**src/rtl/serial_add_pkg.sv**
```systemverilog
// serial_add_pkg
// Shared definitions for the bit-serial adder controller.
//   state_t       : controller FSM states (IDLE, RUN, DONE)
//   DEFAULT_WIDTH : default operand/result width in bits
package serial_add_pkg;

  typedef enum logic [1:0] {
    IDLE = 2'd0,
    RUN  = 2'd1,
    DONE = 2'd2
  } state_t;

  localparam int DEFAULT_WIDTH = 8;

endpackage

```
**src/rtl/serial_add_ctrl_fa_cell.sv**
```systemverilog
// serial_fa_cell
// One-bit full adder built from two half-add stages and an OR for carry.
// Purely combinational; the controller time-multiplexes a single instance.
// Ports:
//   x, y : operand bits
//   cin  : carry in
//   s    : sum bit
//   c    : carry out
module serial_fa_cell (
  input  logic x,
  input  logic y,
  input  logic cin,
  output logic s,
  output logic c
);

  logic p;
  logic g1;
  logic g2;

  // first half add: operands
  assign p  = x ^ y;
  assign g1 = x & y;

  // second half add: propagate with carry in
  assign s  = p ^ cin;
  assign g2 = p & cin;

  assign c  = g1 | g2;

endmodule

```
**src/rtl/serial_add_ctrl.sv**
```systemverilog
// serial_add_ctrl
// Bit-serial adder controller. Accepts one operand pair through a
// valid/ready handshake, adds it LSB-first over WIDTH clock cycles using a
// single full-add cell, then holds sum/cout until the consumer takes them.
// Optional macro SERIAL_ADD_SUB_EN adds the sub port and the subtract path
// (B inverted, carry-in 1, cout acts as a no-borrow flag).
// Ports:
//   clk, rst    : clock, asynchronous active-high reset
//   start_valid : operand pair valid (IDLE only)
//   start_ready : high in IDLE
//   sub         : subtract select (only with SERIAL_ADD_SUB_EN)
//   a, b        : operands, sampled on the accept edge
//   busy        : high in RUN
//   done_valid  : result valid, high in DONE
//   done_ready  : consumer takes the result (DONE only)
//   sum, cout   : registered result and carry-out
module serial_add_ctrl
  import serial_add_pkg::*;
#(
  parameter int WIDTH = DEFAULT_WIDTH
) (
  input  logic             clk,
  input  logic             rst,
  input  logic             start_valid,
  output logic             start_ready,
`ifdef SERIAL_ADD_SUB_EN
  input  logic             sub,
`endif
  input  logic [WIDTH-1:0] a,
  input  logic [WIDTH-1:0] b,
  output logic             busy,
  output logic             done_valid,
  input  logic             done_ready,
  output logic [WIDTH-1:0] sum,
  output logic             cout
);

  localparam int CNT_W = (WIDTH > 1) ? $clog2(WIDTH) : 1;
  localparam logic [CNT_W-1:0] LAST = CNT_W'(WIDTH - 1);

  state_t state;
  state_t state_nxt;

  logic [WIDTH-1:0] a_sh;
  logic [WIDTH-1:0] b_sh;
  logic [WIDTH-1:0] psum;
  logic [WIDTH-1:0] psum_nxt;
  logic             carry;
  logic [CNT_W-1:0] cnt;
  logic             fa_s;
  logic             fa_c;
  logic             sub_sel;
  logic             accept;
  logic             last;

`ifdef SERIAL_ADD_SUB_EN
  assign sub_sel = sub;
`else
  assign sub_sel = 1'b0;
`endif

  assign accept = start_valid && (state == IDLE);
  assign last   = (cnt == LAST);

  serial_fa_cell u_fa (
    .x   (a_sh[0]),
    .y   (b_sh[0]),
    .cin (carry),
    .s   (fa_s),
    .c   (fa_c)
  );

  // New sum bit enters at the MSB; after WIDTH shifts bit 0 of the result
  // has walked down to bit 0. Written this way so it also holds for WIDTH=1.
  assign psum_nxt = WIDTH'({fa_s, psum} >> 1);

  // FSM state register
  always_ff @(posedge clk or posedge rst) begin
    if (rst) begin
      state <= IDLE;
    end else begin
      state <= state_nxt;
    end
  end

  // FSM next-state and status outputs (decoded from state only)
  always_comb begin
    state_nxt   = state;
    start_ready = 1'b0;
    busy        = 1'b0;
    done_valid  = 1'b0;
    case (state)
      IDLE: begin
        start_ready = 1'b1;
        if (start_valid) state_nxt = RUN;
      end
      RUN: begin
        busy = 1'b1;
        if (last) state_nxt = DONE;
      end
      DONE: begin
        done_valid = 1'b1;
        if (done_ready) state_nxt = IDLE;
      end
      default: state_nxt = IDLE;
    endcase
  end

  // Serial datapath: load on accept, one bit per RUN edge, publish on last
  always_ff @(posedge clk or posedge rst) begin
    if (rst) begin
      a_sh  <= '0;
      b_sh  <= '0;
      psum  <= '0;
      carry <= 1'b0;
      cnt   <= '0;
      sum   <= '0;
      cout  <= 1'b0;
    end else if (accept) begin
      a_sh  <= a;
      // subtract as a + ~b + 1: inverted B with the +1 as carry-in
      b_sh  <= sub_sel ? ~b : b;
      carry <= sub_sel;
      cnt   <= '0;
    end else if (state == RUN) begin
      a_sh  <= a_sh >> 1;
      b_sh  <= b_sh >> 1;
      psum  <= psum_nxt;
      carry <= fa_c;
      cnt   <= cnt + CNT_W'(1);
      if (last) begin
        sum  <= psum_nxt;
        cout <= fa_c;
      end
    end
  end

endmodule

```
**config.mk**
```make
export PLATFORM = sky130hd
export DESIGN_NAME = serial_add_ctrl
export DESIGN_NICKNAME = d
export VERILOG_FILES = /design/src/rtl/serial_add_pkg.sv /design/src/rtl/serial_add_ctrl_fa_cell.sv /design/src/rtl/serial_add_ctrl.sv
export SDC_FILE = /design/constraint.sdc
export NUM_CORES = 1
export LEC_CHECK = 0
export CAP_MARGIN = 10
export CORE_MARGIN = 4
export CORE_UTILIZATION = 55
export DETAILED_ROUTE_END_ITERATION = 12
export DONT_BUFFER_PORTS = 1
export PLACE_DENSITY_LB_ADDON = 0.3
export SYNTH_ARGS = -nofsm -noshare
export SYNTH_HDL_FRONTEND = slang
export SYNTH_SLANG_ARGS = --single-unit
```
**constraint.sdc**
```tcl
create_clock -name clk -period 1.35 [get_ports clk]
set_input_delay 0.135 -clock clk [delete_from_list [all_inputs] [get_ports clk]]
set_output_delay 0.135 -clock clk [all_outputs]
set_load 0.02 [all_outputs]
```
==> results of run 1 <==
==> per-layer routing <==
layer / vias to the layer above / GRT usage
met3: 4 / 0.0668
met2: 23 / 0.332
li1: 593 / -
met4: 0 / 0.0554
met5: - / 0
met1: 614 / 0.217
==> how the worst max path moves through the flow <==
stage | endpoint | slack (ns) | cells past startpoint
after floorplan | cout | 0.05 | 4
after global placement | a_sh[1] | 0.02 | 3
after detailed placement | sum[7] | -0.02 | 4
after CTS | busy | -0.02 | 3
after global routing | start_ready | -0.05 | 3
final | start_ready | -0.006 | 3
==> logic make-up after synthesis <==
kind of cell    count (synthesis)
simple gates                   58
flops                          38
compound gates                 29
buf+inv                        15
mux                             9
fa+ha+maj                       3
==> through the flow <==
step / instances / cell area (um2) / utilization / hold WS (ns)
finish: 230 / 2190 / 0.724 / 0.0224
global route: 230 / 2190 / 0.724 / 0.0329
CTS: 218 / 2010 / 0.665 / 0.00139
detailed placement: 198 / 1810 / 0.597 / 0.160
global placement: 198 / 1810 / 0.597 / 0.157
floorplan: 152 / 1740 / - / 0.221
==> synth_stat cells <==
library cell   n  area share
clkinv_1       1      0.0022
nand2b_1       1      0.0036
clkbuf_1       1      0.0022
nor3_1        15       0.043
o22ai_1        4       0.014
mux2_4         9       0.078
a221oi_1       3       0.015
nor2_1         7       0.015
buf_6          2       0.013
buf_2          2      0.0058
buf_4          3       0.013
nor2b_1        4       0.014
ha_1           2       0.014
dfrtp_1       38        0.55
nand2_8        1       0.012
o21bai_4       1       0.011
inv_4          1      0.0036
a21oi_1        6       0.017
o31ai_1        1      0.0043
nor3b_1        3       0.013
fa_1           1       0.012
o21ba_2        1      0.0058
a22o_1         3       0.015
nand2_1       24       0.052
inv_1          5       0.011
o21ai_0        5       0.014
nand2b_4       1      0.0080
o22a_1         3       0.015
nand3b_1       2      0.0087
o221a_2        2       0.013
==> final cells by class <==
cell class	count	area [um2]	area share
clock buffer	7	55.1	0.0251
clock inverter	1	5.00	0.00228
inverter	7	47.5	0.0217
multi-input combinational	100	773	0.353
sequential	38	953	0.435
tap	44	55.1	0.0251
timing repair buffer	32	295	0.135
timing repair inverter	1	8.76	0.00399
==> registers in the layout (all words and copies together) (netlist names) <==
name,flops
cnt,3
a_sh,8
sum,8
psum,7
state,2
carry,1
cout,1
b_sh,8
==> cell usage in the layout, fill, tap and decap left out, types with 2 or more instances in the layout <==
master	count
buf_6	6
o21ai_0	4
a221oi_1	3
o22a_1	3
nor2b_1	3
dlygate4sd3_1	5
mux2_4	9
nand3b_1	2
nor3_1	12
nand2b_4	2
buf_4	19
a21oi_1	6
nor2_4	2
nor3b_2	3
a22o_1	3
inv_6	2
nor2_1	5
o22ai_1	4
nand2_1	24
dfrtp_1	36
inv_1	4
dfrtp_2	2
o221a_2	2
clkbuf_4	5
nor3_2	3
==> report_power, final <==
group          switching (uW)  internal, uW  total, uW
logic                    1080          1260       2340
clock network             355           253        608
registers                 522          1670       2190
total                    1960          3190       5140
==> what timing repair did <==
item | in CTS | in global routing
resized for setup | 12 | 20
cloned | 1 | 1
hold buffers | 4 | 1
endpoints found under the hold margin | 41 | 2
endpoints found under the setup margin | 15 | 24
pin swaps | 1 | 3
buffers inserted | 7 | 10
==> impl_results.md, run 1 <==
* Static leakage at roughly 0.0010 uW
* Area grow syn2layout at 26.8%
* Ys Warns at 0
* Tmin final at ~1.4 ns
* Worst Hold Class: in2reg
* Setup WS post-layout at -0.00619 ns
* Initial antenna violation count at 0
* Maximum VDD drop at 0.000987 V
* Critical Path End Type: primary output
* CP required at between 1 and 1.5 ns
* Highest metal used: met4
* Root Buffer Master: clkbuf_4
* Outcome: finished with violations
* Crit path launch type: flop
* First-pass GRT wire length at just under 6 mm
* Vias at about 1,200
* Seq/Total Area, Yosys at 0.550
* Critical path's most frequent cell: buf_6
* Die area at about 0.0041 mm2
* Die H at between 60 and 70 um
* Final number of setup-violating endpoints at 1
* Worst Setup SP: state[1]
* Total global routing overflow at 0
* RSZ-0062 raised after global routing: yes
* CTS Sinks at 38
* CP peak stage delay at 0.46 ns
* Total CTS buffers at 5
* Failing checks: setup timing
* Routed met2 length at around 2 mm
* CTS clk-pin slew, worst paths at around 0.12 ns
* Worst reg2reg startpoint: state[1]
* Mean Syn Cell Area at approximately 11 um2
* Period utilisation layout at 1.00
* Initial core utilization at 0.571
* Post-route ant nets at 0
* Hold EP: b_sh[1]
* Syn Inst Count at around 150
* Max Fclk at ~0.74 GHz
* H-tree levels at 2
* Vias in the first global route at 1,287
* PortBufs at 0
* Cells along the critical path: buf_6, nor2_4, buf_6
* Clock latency on the worst-skew pair at around 0.33 ns
* XOR/XNOR Fraction of Synth Area at 0
* Synth Area in Adders at 0.0260
* All-Layer GR Usage at 0.189
* Total power at 5140 uW
* Met1 WL at between 1 and 1.5 mm
* FF-to-FF End: sum[1]
* Compound-Gate Fraction of Synth Area at 0.126
* Largest net degree at the start of global routing at 39
* Die width at 64.1 um
* Post-synthesis mux area share at 0.0781
* Placer congestion estimate at 0.742
* Share of layout cells above drive strength 1 at 0.366
* Post-place setup slack at -0.0170 ns
* Layout Skew at 0.0149 ns
* Hold Crit Depth at 2
* CTS tree: built
* WP data arrival at 1.22 ns
* # DRC at 0
* Reg2Reg Setup Slack at ~0.020 ns
* Worst-margin pin slew at ~0.46 ns
* Yosys cell types at 30
* FF+latch count, synth at 38
* Simple-Gate Fraction of Synth Area at 0.170
* Fin. max-slew vios at 0
* Worst path slowest cell: dfrtp_2
* Setup TNS at -0.00619 ns
* Detailed Route Iter0 Violations at 69
* Netlist Area Pre-Place at 0.00173 mm2
* Slew margin rel. at 0.695
* Num rows at 20
* Crit Path Category: reg2out
* I/O pin cnt at 32
* Top delay family on crit path: flip-flops
* Core Footprint at roughly 0.0030 mm2
* Pwr per Cell Area at approximately 2300 mW/mm2
* Worst r2r path cells at 5
* Largest family of logic cells by synthesized area: simple AND/OR/NAND/NOR gates
* DRT Wirelength at between 3 and 4 mm
* Via/cell ratio at approximately 5.4
* Buf/Inv on CP at 2
* Fin. Hold Viols at 0
* Mapped Nets at approximately 180
* WL per Instance at 16.1 um
* Nets@finish at 208
* Drt first pass iters at 4
* Met3 routed WL at 146 um
* Worst hold start: b[1]
* N_diodes at 0
* Worst-path maximum fanout at 6
* Final HPWL DP at 2.26 mm
* Clock buffer depth at 2
* Max cap viols at 0
* Number of fill cells in the layout at 213
Power figures use the tool's default switching activity.
==> inputs of run 2 (changes only) <==
--- a/config.mk
+++ b/config.mk
@@ -6,7 +6,6 @@
 export NUM_CORES = 1
 export LEC_CHECK = 0
 export CAP_MARGIN = 10
-export CORE_MARGIN = 4
 export CORE_UTILIZATION = 55
 export DETAILED_ROUTE_END_ITERATION = 12
 export DONT_BUFFER_PORTS = 1
==> run 2 against run 1 <==
Effect of this change: the run still ends with setup timing left; largest cell class unchanged; largest power group unchanged; maximum frequency is 5.3% lower; count of clock-buffer cells in the layout is 2 lower; clock power is 63% higher; critical endpoint is now b_sh[0]; total power is 13% higher; sequential power is 2% higher; setup slack worse by 0.076 ns; die area is 18% lower.
==> impl_results.md, run 2 (same netlist as run 1, synthesis figures left out) <==
* Initial core utilization at 0.602 (+0.0301)
* Critical Path End Type: flop
* Outcome: finished with violations
* Final std cells w/o fill at 231 (+0.43%)
* Static leakage at 0.00106 uW (+5.9%)
* Fin. Hold Viols at 0 (unchanged)
* WP data arrival at 1.68 ns (+0.46 ns)
* Clock buffer depth at 2 (unchanged)
* First-pass GRT wire length at 6.14 mm (+4.2%)
* Reg2Reg Setup Slack at -0.08 ns (-0.10 ns)
* Largest net degree at the start of global routing at 39 (unchanged)
* Worst reg2reg startpoint: state[1]
* Sequential Power Share at 0.384 (-0.042)
* Total CTS buffers at 5 (unchanged)
* Buf/Inv on CP at 2 (unchanged)
* Vias in the first global route at 1,301 (+1.1%)
* Worst r2r path cells at 5 (unchanged)
* Internal at 3630 uW (+14%)
* Share of layout cells above drive strength 1 at 0.360 (-0.00580)
* Detailed Route Iter0 Violations at 68 (-1.4%)
* CTS tree: built
* Layout Skew at 0.0151 ns (+0.000195 ns)
* Total global routing overflow at 0 (unchanged)
* Worst Hold Class: in2reg
* N_diodes at 0 (unchanged)
* I/O pin cnt at 32 (unchanged)
* Max Fclk at 0.698 GHz (-5.3%)
* Most common cell after layout, fill and taps aside: dfrtp_1
* Combinational power share at 0.446 (-0.009)
* Sw Pwr at 2190 uW (+12%)
* Setup WS post-layout at -0.0823 ns (-0.0761 ns)
* CP required at 1.60 ns (+0.38 ns)
* # DRC at 0 (unchanged)
* Die H at 58.1 um (-9.4%)
* Worst Setup SP: state[1]
* Die area at 0.00337 mm2 (-18%)
* Crit Path Category: reg2reg
* Max cap viols at 0 (unchanged)
* Final HPWL DP at 2.25 mm (-0.43%)
* Worst path slowest cell: dfrtp_2
* Switch share at 0.376 (-0.00443)
* Maximum VDD drop at 0.00138 V (+40%)
* Nets@finish at 211 (+1.4%)
* H-tree levels at 2 (unchanged)
* Number of fill cells in the layout at 168 (-21%)
* Post-route ant nets at 0 (unchanged)
* Via/cell ratio at 5.96 (+11%)
* Critical Path End: b_sh[0]
* Final number of setup-violating endpoints at 11 (+10)
* Num rows at 19 (-5.0%)
* Tmin final at 1.43 ns (+0.0761 ns)
* Setup TNS at -0.233 ns (-0.227 ns)
* Placed cell count at 197 (-0.51%)
* Area grow syn2layout at 34.5%
* Placed Area at 0.00182 mm2 (+0.97%)
* Biggest registers after layout: a_sh (8), b_sh (8), sum (8)
* Worst-path maximum fanout at 6 (unchanged)
* Cells along the critical path: buf_6, buf_4, nand2b_2, o22ai_1, a21oi_1
* Top delay family on crit path: flip-flops
* WL per Instance at 20.0 um (+24%)
* Slew margin rel. at 0.688 (-0.00631)
* Clock share of power at 0.170 (+0.052)
* Fin. max-slew vios at 0 (unchanged)
* Root Buffer Master: clkbuf_4
* Placer congestion estimate at 0.743 (+0.19%)
* Clock latency on the worst-skew pair at 0.36 ns (+0.03 ns)
* Core Footprint at 0.00288 mm2 (-5.0%)
* Die width at 58.1 um (-9.4%)
* CTS Sinks at 38 (unchanged)
* CTS clk-pin slew, worst paths at 0.12 ns (about the same)
* Most frequent cells in the layout: 36 x dfrtp_1, 24 x nand2_1, 14 x buf_4
* CP Depth at 5 (+2)
* All-Layer GR Usage at 0.251 (+0.0612)
* DRT Wirelength at 4.62 mm (+25%)
* PortBufs at 0 (unchanged)
* Worst-margin pin slew at 0.467 ns (+0.00946 ns)
* Vias at 1,376 (+12%)
* Pwr per Cell Area at 2500 mW/mm2 (+6.6%)
* CP peak stage delay at 0.48 ns (+0.02 ns)
* Crit path launch type: flop
* Failing checks: setup timing
* FF-to-FF End: b_sh[0]
* Initial antenna violation count at 0 (unchanged)
* RSZ-0062 raised after global routing: yes
* Post-route design area at 0.00233 mm2 (+6.1%)
* Drt first pass iters at 4 (unchanged)
* Period utilisation layout at 1.06 (+0.0564)
## run 2: cell type report
type	instances	area (um2)	share of cell area
Inverter	7	36.3	0.0156
Clock inverter	3	68.8	0.0296
Clock buffer	5	37.5	0.0161
Timing Repair Buffer	36	384	0.165
Sequential cell	38	953	0.410
Tap cell	42	52.6	0.0226
Multi-Input combinational cell	100	795	0.341
## run 2: through the flow
stage	util	setup slack, ns	total power, uW	hold WS, ns
6_report	0.809	-0.0823	5820	0.000969
5_1_grt	0.809	-0.0990	6110	-0.0107
4_1_cts	0.733	-0.0282	5220	0.00464
3_5_place_dp	0.634	0.0101	4010	0.166
3_3_place_gp	0.634	0.0435	3890	0.157
2_1_floorplan	-	0.0529	3540	0.221
## run 2: power by group through the flow
stage,clock network [uW],registers [uW],logic (uW)
floorplan,0,2090,1450
global placement,0,2180,1720
detailed placement,0,2210,1800
CTS,987,2190,2040
global route,1040,2280,2790
finish,991,2230,2600
## run 2: layer usage
layer | vias up | GRT usage | routed length (um)
met5 | - | 0 | 0
met1 | 664 | 0.331 | 1660
li1 | 609 | - | -
met3 | 19 | 0.0938 | 436
met2 | 84 | 0.383 | 2390
met4 | 0 | 0.0884 | 141
## run 2: how the worst min path moves through the flow
stage	end	from	slack (ns)	cells after the start
2_1_floorplan	state[1]	done_ready	0.22	1
3_3_place_gp	psum[1]	rst	0.16	2
3_5_place_dp	psum[1]	rst	0.17	2
4_1_cts	a_sh[5]	start_valid	0.005	2
5_1_grt	b_sh[2]	b[2]	-0.01	2
6_report	b_sh[2]	b[2]	0.001	2
## run 2: what timing repair did
item,in CTS,in global routing
cloned,1,0
resized for setup,11,21
endpoints found under the setup margin,6,17
hold buffers,9,1
hold endpoints to repair,46,1
buffers inserted,5,11
pin swaps,2,4
==> inputs of run 3 (changes only) <==
--- a/config.mk
+++ b/config.mk
@@ -10,6 +10,8 @@
 export DETAILED_ROUTE_END_ITERATION = 12
 export DONT_BUFFER_PORTS = 1
 export PLACE_DENSITY_LB_ADDON = 0.3
+export SKIP_LAST_GASP = 1
+export SLEW_MARGIN = 20
 export SYNTH_ARGS = -nofsm -noshare
 export SYNTH_HDL_FRONTEND = slang
 export SYNTH_SLANG_ARGS = --single-unit
==> run 3 against run 2 <==
Effect of this change: the run still ends with setup timing left; core utilization down 1.3 points; combinational power down 5%; sequential share of layout area up 0.67 points; critical endpoint is now busy.
==> impl_results.md, run 3 (same netlist as run 1, synthesis figures left out) <==
* Outcome: finished with violations
* Failing checks: setup timing
* Worst Hold Class: in2reg
* Max Fclk at 0.721 GHz (+3.3%)
* Met3 Use GR at 0.0893 (-0.00446)
* Static leakage at 0.00106 uW (-0.34%)
* All-Layer GR Usage at 0.250 (-0.000961)
* Total global routing overflow at 0 (unchanged)
* Root Buffer Master: clkbuf_4
* Period utilisation layout at 1.03 (-0.0339)
* H-tree levels at 2 (unchanged)
* DRT Wirelength at 4.33 mm (-6.4%)
* Hold Crit Depth at 2 (unchanged)
* Core Footprint at 0.00288 mm2 (unchanged)
* Internal at 3580 uW (-1.5%)
* Sequential Area at 953 um2 (unchanged)
* CTS Sinks at 38 (unchanged)
* CP required at 1.22 ns (-0.38 ns)
* Tmin final at 1.39 ns (-0.0458 ns)
* Initial antenna violation count at 0 (unchanged)
* Top Usage Layer GRT: met2
* Worst r2r path cells at 5 (unchanged)
* CTS tree: built
* WL per Instance at 18.7 um (-6.4%)
* Largest net degree at the start of global routing at 39 (unchanged)
* CTS clk-pin slew, worst paths at 0.12 ns (about the same)
* Grt met1 use at 0.337 (+0.00599)
* Initial core utilization at 0.602 (unchanged)
* Biggest registers after layout: a_sh (8), b_sh (8), sum (8)
* Maximum VDD drop at 0.00147 V (+6.2%)
* Placed Area at 0.00182 mm2 (unchanged)
* Area grow syn2layout at 32.3%
* Die width at 58.1 um (unchanged)
* Most frequent cells in the layout: 36 x dfrtp_1, 24 x nand2_1, 15 x buf_4
* Detailed Route Iter0 Violations at 78 (+15%)
* Post-route ant nets at 0 (unchanged)
* Critical Path End Type: primary output
* N_diodes at 0 (unchanged)
* Share of layout cells above drive strength 1 at 0.344 (-0.0159)
* Final number of setup-violating endpoints at 7 (-4)
* Sw Pwr at 2080 uW (-4.9%)
* Fin. max-slew vios at 0 (unchanged)
* Sequential Power Share at 0.391 (+0.007)
* Clock share of power at 0.174 (+0.004)
* Combinational power share at 0.435 (-0.011)
* Crit path launch type: flop
* Multi-input logic area at 769 um2 (-3.1%)
* Post-route design area at 0.00229 mm2 (-1.6%)
* CP peak stage delay at 0.47 ns (about the same)
* Placer congestion estimate at 0.743 (unchanged)
* Slew margin rel. at 0.690 (+0.00194)
* Number of fill cells in the layout at 176 (+4.8%)
* Max cap viols at 0 (unchanged)
* Most common cell after layout, fill and taps aside: dfrtp_1
* Worst-margin pin slew at 0.464 ns (-0.00291 ns)
* Total CTS buffers at 5 (unchanged)
* Cells along the critical path: buf_6, nand2b_4, inv_8, buf_12
* Worst path slowest cell: dfrtp_2
* Clock buffer depth at 2 (unchanged)
* Via/cell ratio at 5.72 (-4.0%)
* Total power at 5660 uW (-2.8%)
* Setup WS post-layout at -0.0365 ns (+0.0458 ns)
* Worst-path maximum fanout at 8 (+2)
* Nets@finish at 211 (unchanged)
* Layout Skew at 0.0114 ns (-0.00377 ns)
* PortBufs at 0 (unchanged)
* Final HPWL DP at 2.25 mm (unchanged)
* I/O pin cnt at 32 (unchanged)
* Drt first pass iters at 4 (unchanged)
* Clock latency on the worst-skew pair at 0.36 ns (about the same)
* Num rows at 19 (unchanged)
* First-pass GRT wire length at 6.11 mm (-0.46%)
* Vias in the first global route at 1,300 (-0.077%)
* Vias at 1,321 (-4.0%)
* Fin. Hold Viols at 0 (unchanged)
* Die area at 0.00337 mm2 (unchanged)
* WP data arrival at 1.25 ns (-0.43 ns)
* Pwr per Cell Area at 2470 mW/mm2 (-1.2%)
* Switch share at 0.368 (-0.00826)
* RSZ-0062 raised after global routing: yes
* Global routing usage on met2 at 0.374 (-0.00821)
* Die H at 58.1 um (unchanged)
* Crit Path Category: reg2out
* # DRC at 0 (unchanged)
-- run 3: cell counts in the layout (fill, tap and decap cells not counted) --
Identical to the previous run, type by type.
-- run 3: layout make-up --
type / instances / share of cell area
Multi-Input combinational cell: 100 / 0.336
Tap cell: 42 / 0.0230
Clock buffer: 5 / 0.0164
Inverter: 7 / 0.0158
Clock inverter: 3 / 0.0301
Sequential cell: 38 / 0.416
Timing Repair Buffer: 36 / 0.162
-- run 3: repair_timing --
| item | 4_1_cts | 5_1_grt |
|---|---|---|
| buffers inserted | 5 | 10 |
| pin swaps | 2 | 4 |
| setup endpoints to repair | 6 | 16 |
| hold buffers | 9 | 1 |
| gates resized for setup | 9 | 19 |
| hold endpoints to repair | 46 | 1 |
| gates cloned | 1 | 0 |
-- run 3: worst max-delay path, delay by kind of cell, from the launching register on --
| family | cells | cell delay [ns] |
|---|---|---|
| buffers and inverters | 3 | 0.33 |
| flip-flops | 1 | 0.47 |
| AND/OR/NAND/NOR | 1 | 0.09 |
-- run 3: final timing paths --
kind                       slack [ns]  endpoint     start
max reg2reg                     -0.03   b_sh[0]  state[1]
max in group asynchronous        0.68  state[1]       rst
min in group asynchronous        0.31    sum[0]       rst
min reg2reg                      0.51   psum[3]   psum[4]
max                             -0.04      busy  state[0]
min                              0.01   b_sh[4]      b[4]
-- run 3: per-stage QoR --
step | hold WS, ns | util | setup TNS (ns) | std cells | setup slack (ns)
final | 0.00968 | 0.796 | -0.110 | 231 | -0.0365
after floorplan | 0.221 | - | 0 | 152 | 0.0529
after global placement | 0.157 | 0.634 | 0 | 197 | 0.0435
after CTS | 0.00464 | 0.731 | -0.0595 | 220 | -0.0384
after detailed placement | 0.166 | 0.634 | 0 | 197 | 0.0101
after global routing | 0.00949 | 0.796 | -0.537 | 231 | -0.106
-- run 3: power groups by stage --
| stage | clock, uW | combinational [uW] | sequential (uW) |
|---|---|---|---|
| global placement | 0 | 1720 | 2180 |
| floorplan | 0 | 1450 | 2090 |
| detailed placement | 0 | 1800 | 2210 |
| finish | 983 | 2460 | 2210 |
| global route | 1030 | 2660 | 2260 |
| CTS | 987 | 2030 | 2190 |
-- run 3: metal layers --
metal,vias to the layer above,part of all wire
li1,606,-
met1,647,0.39
met2,58,0.51
met3,10,0.075
met4,0,0.016
met5,-,0
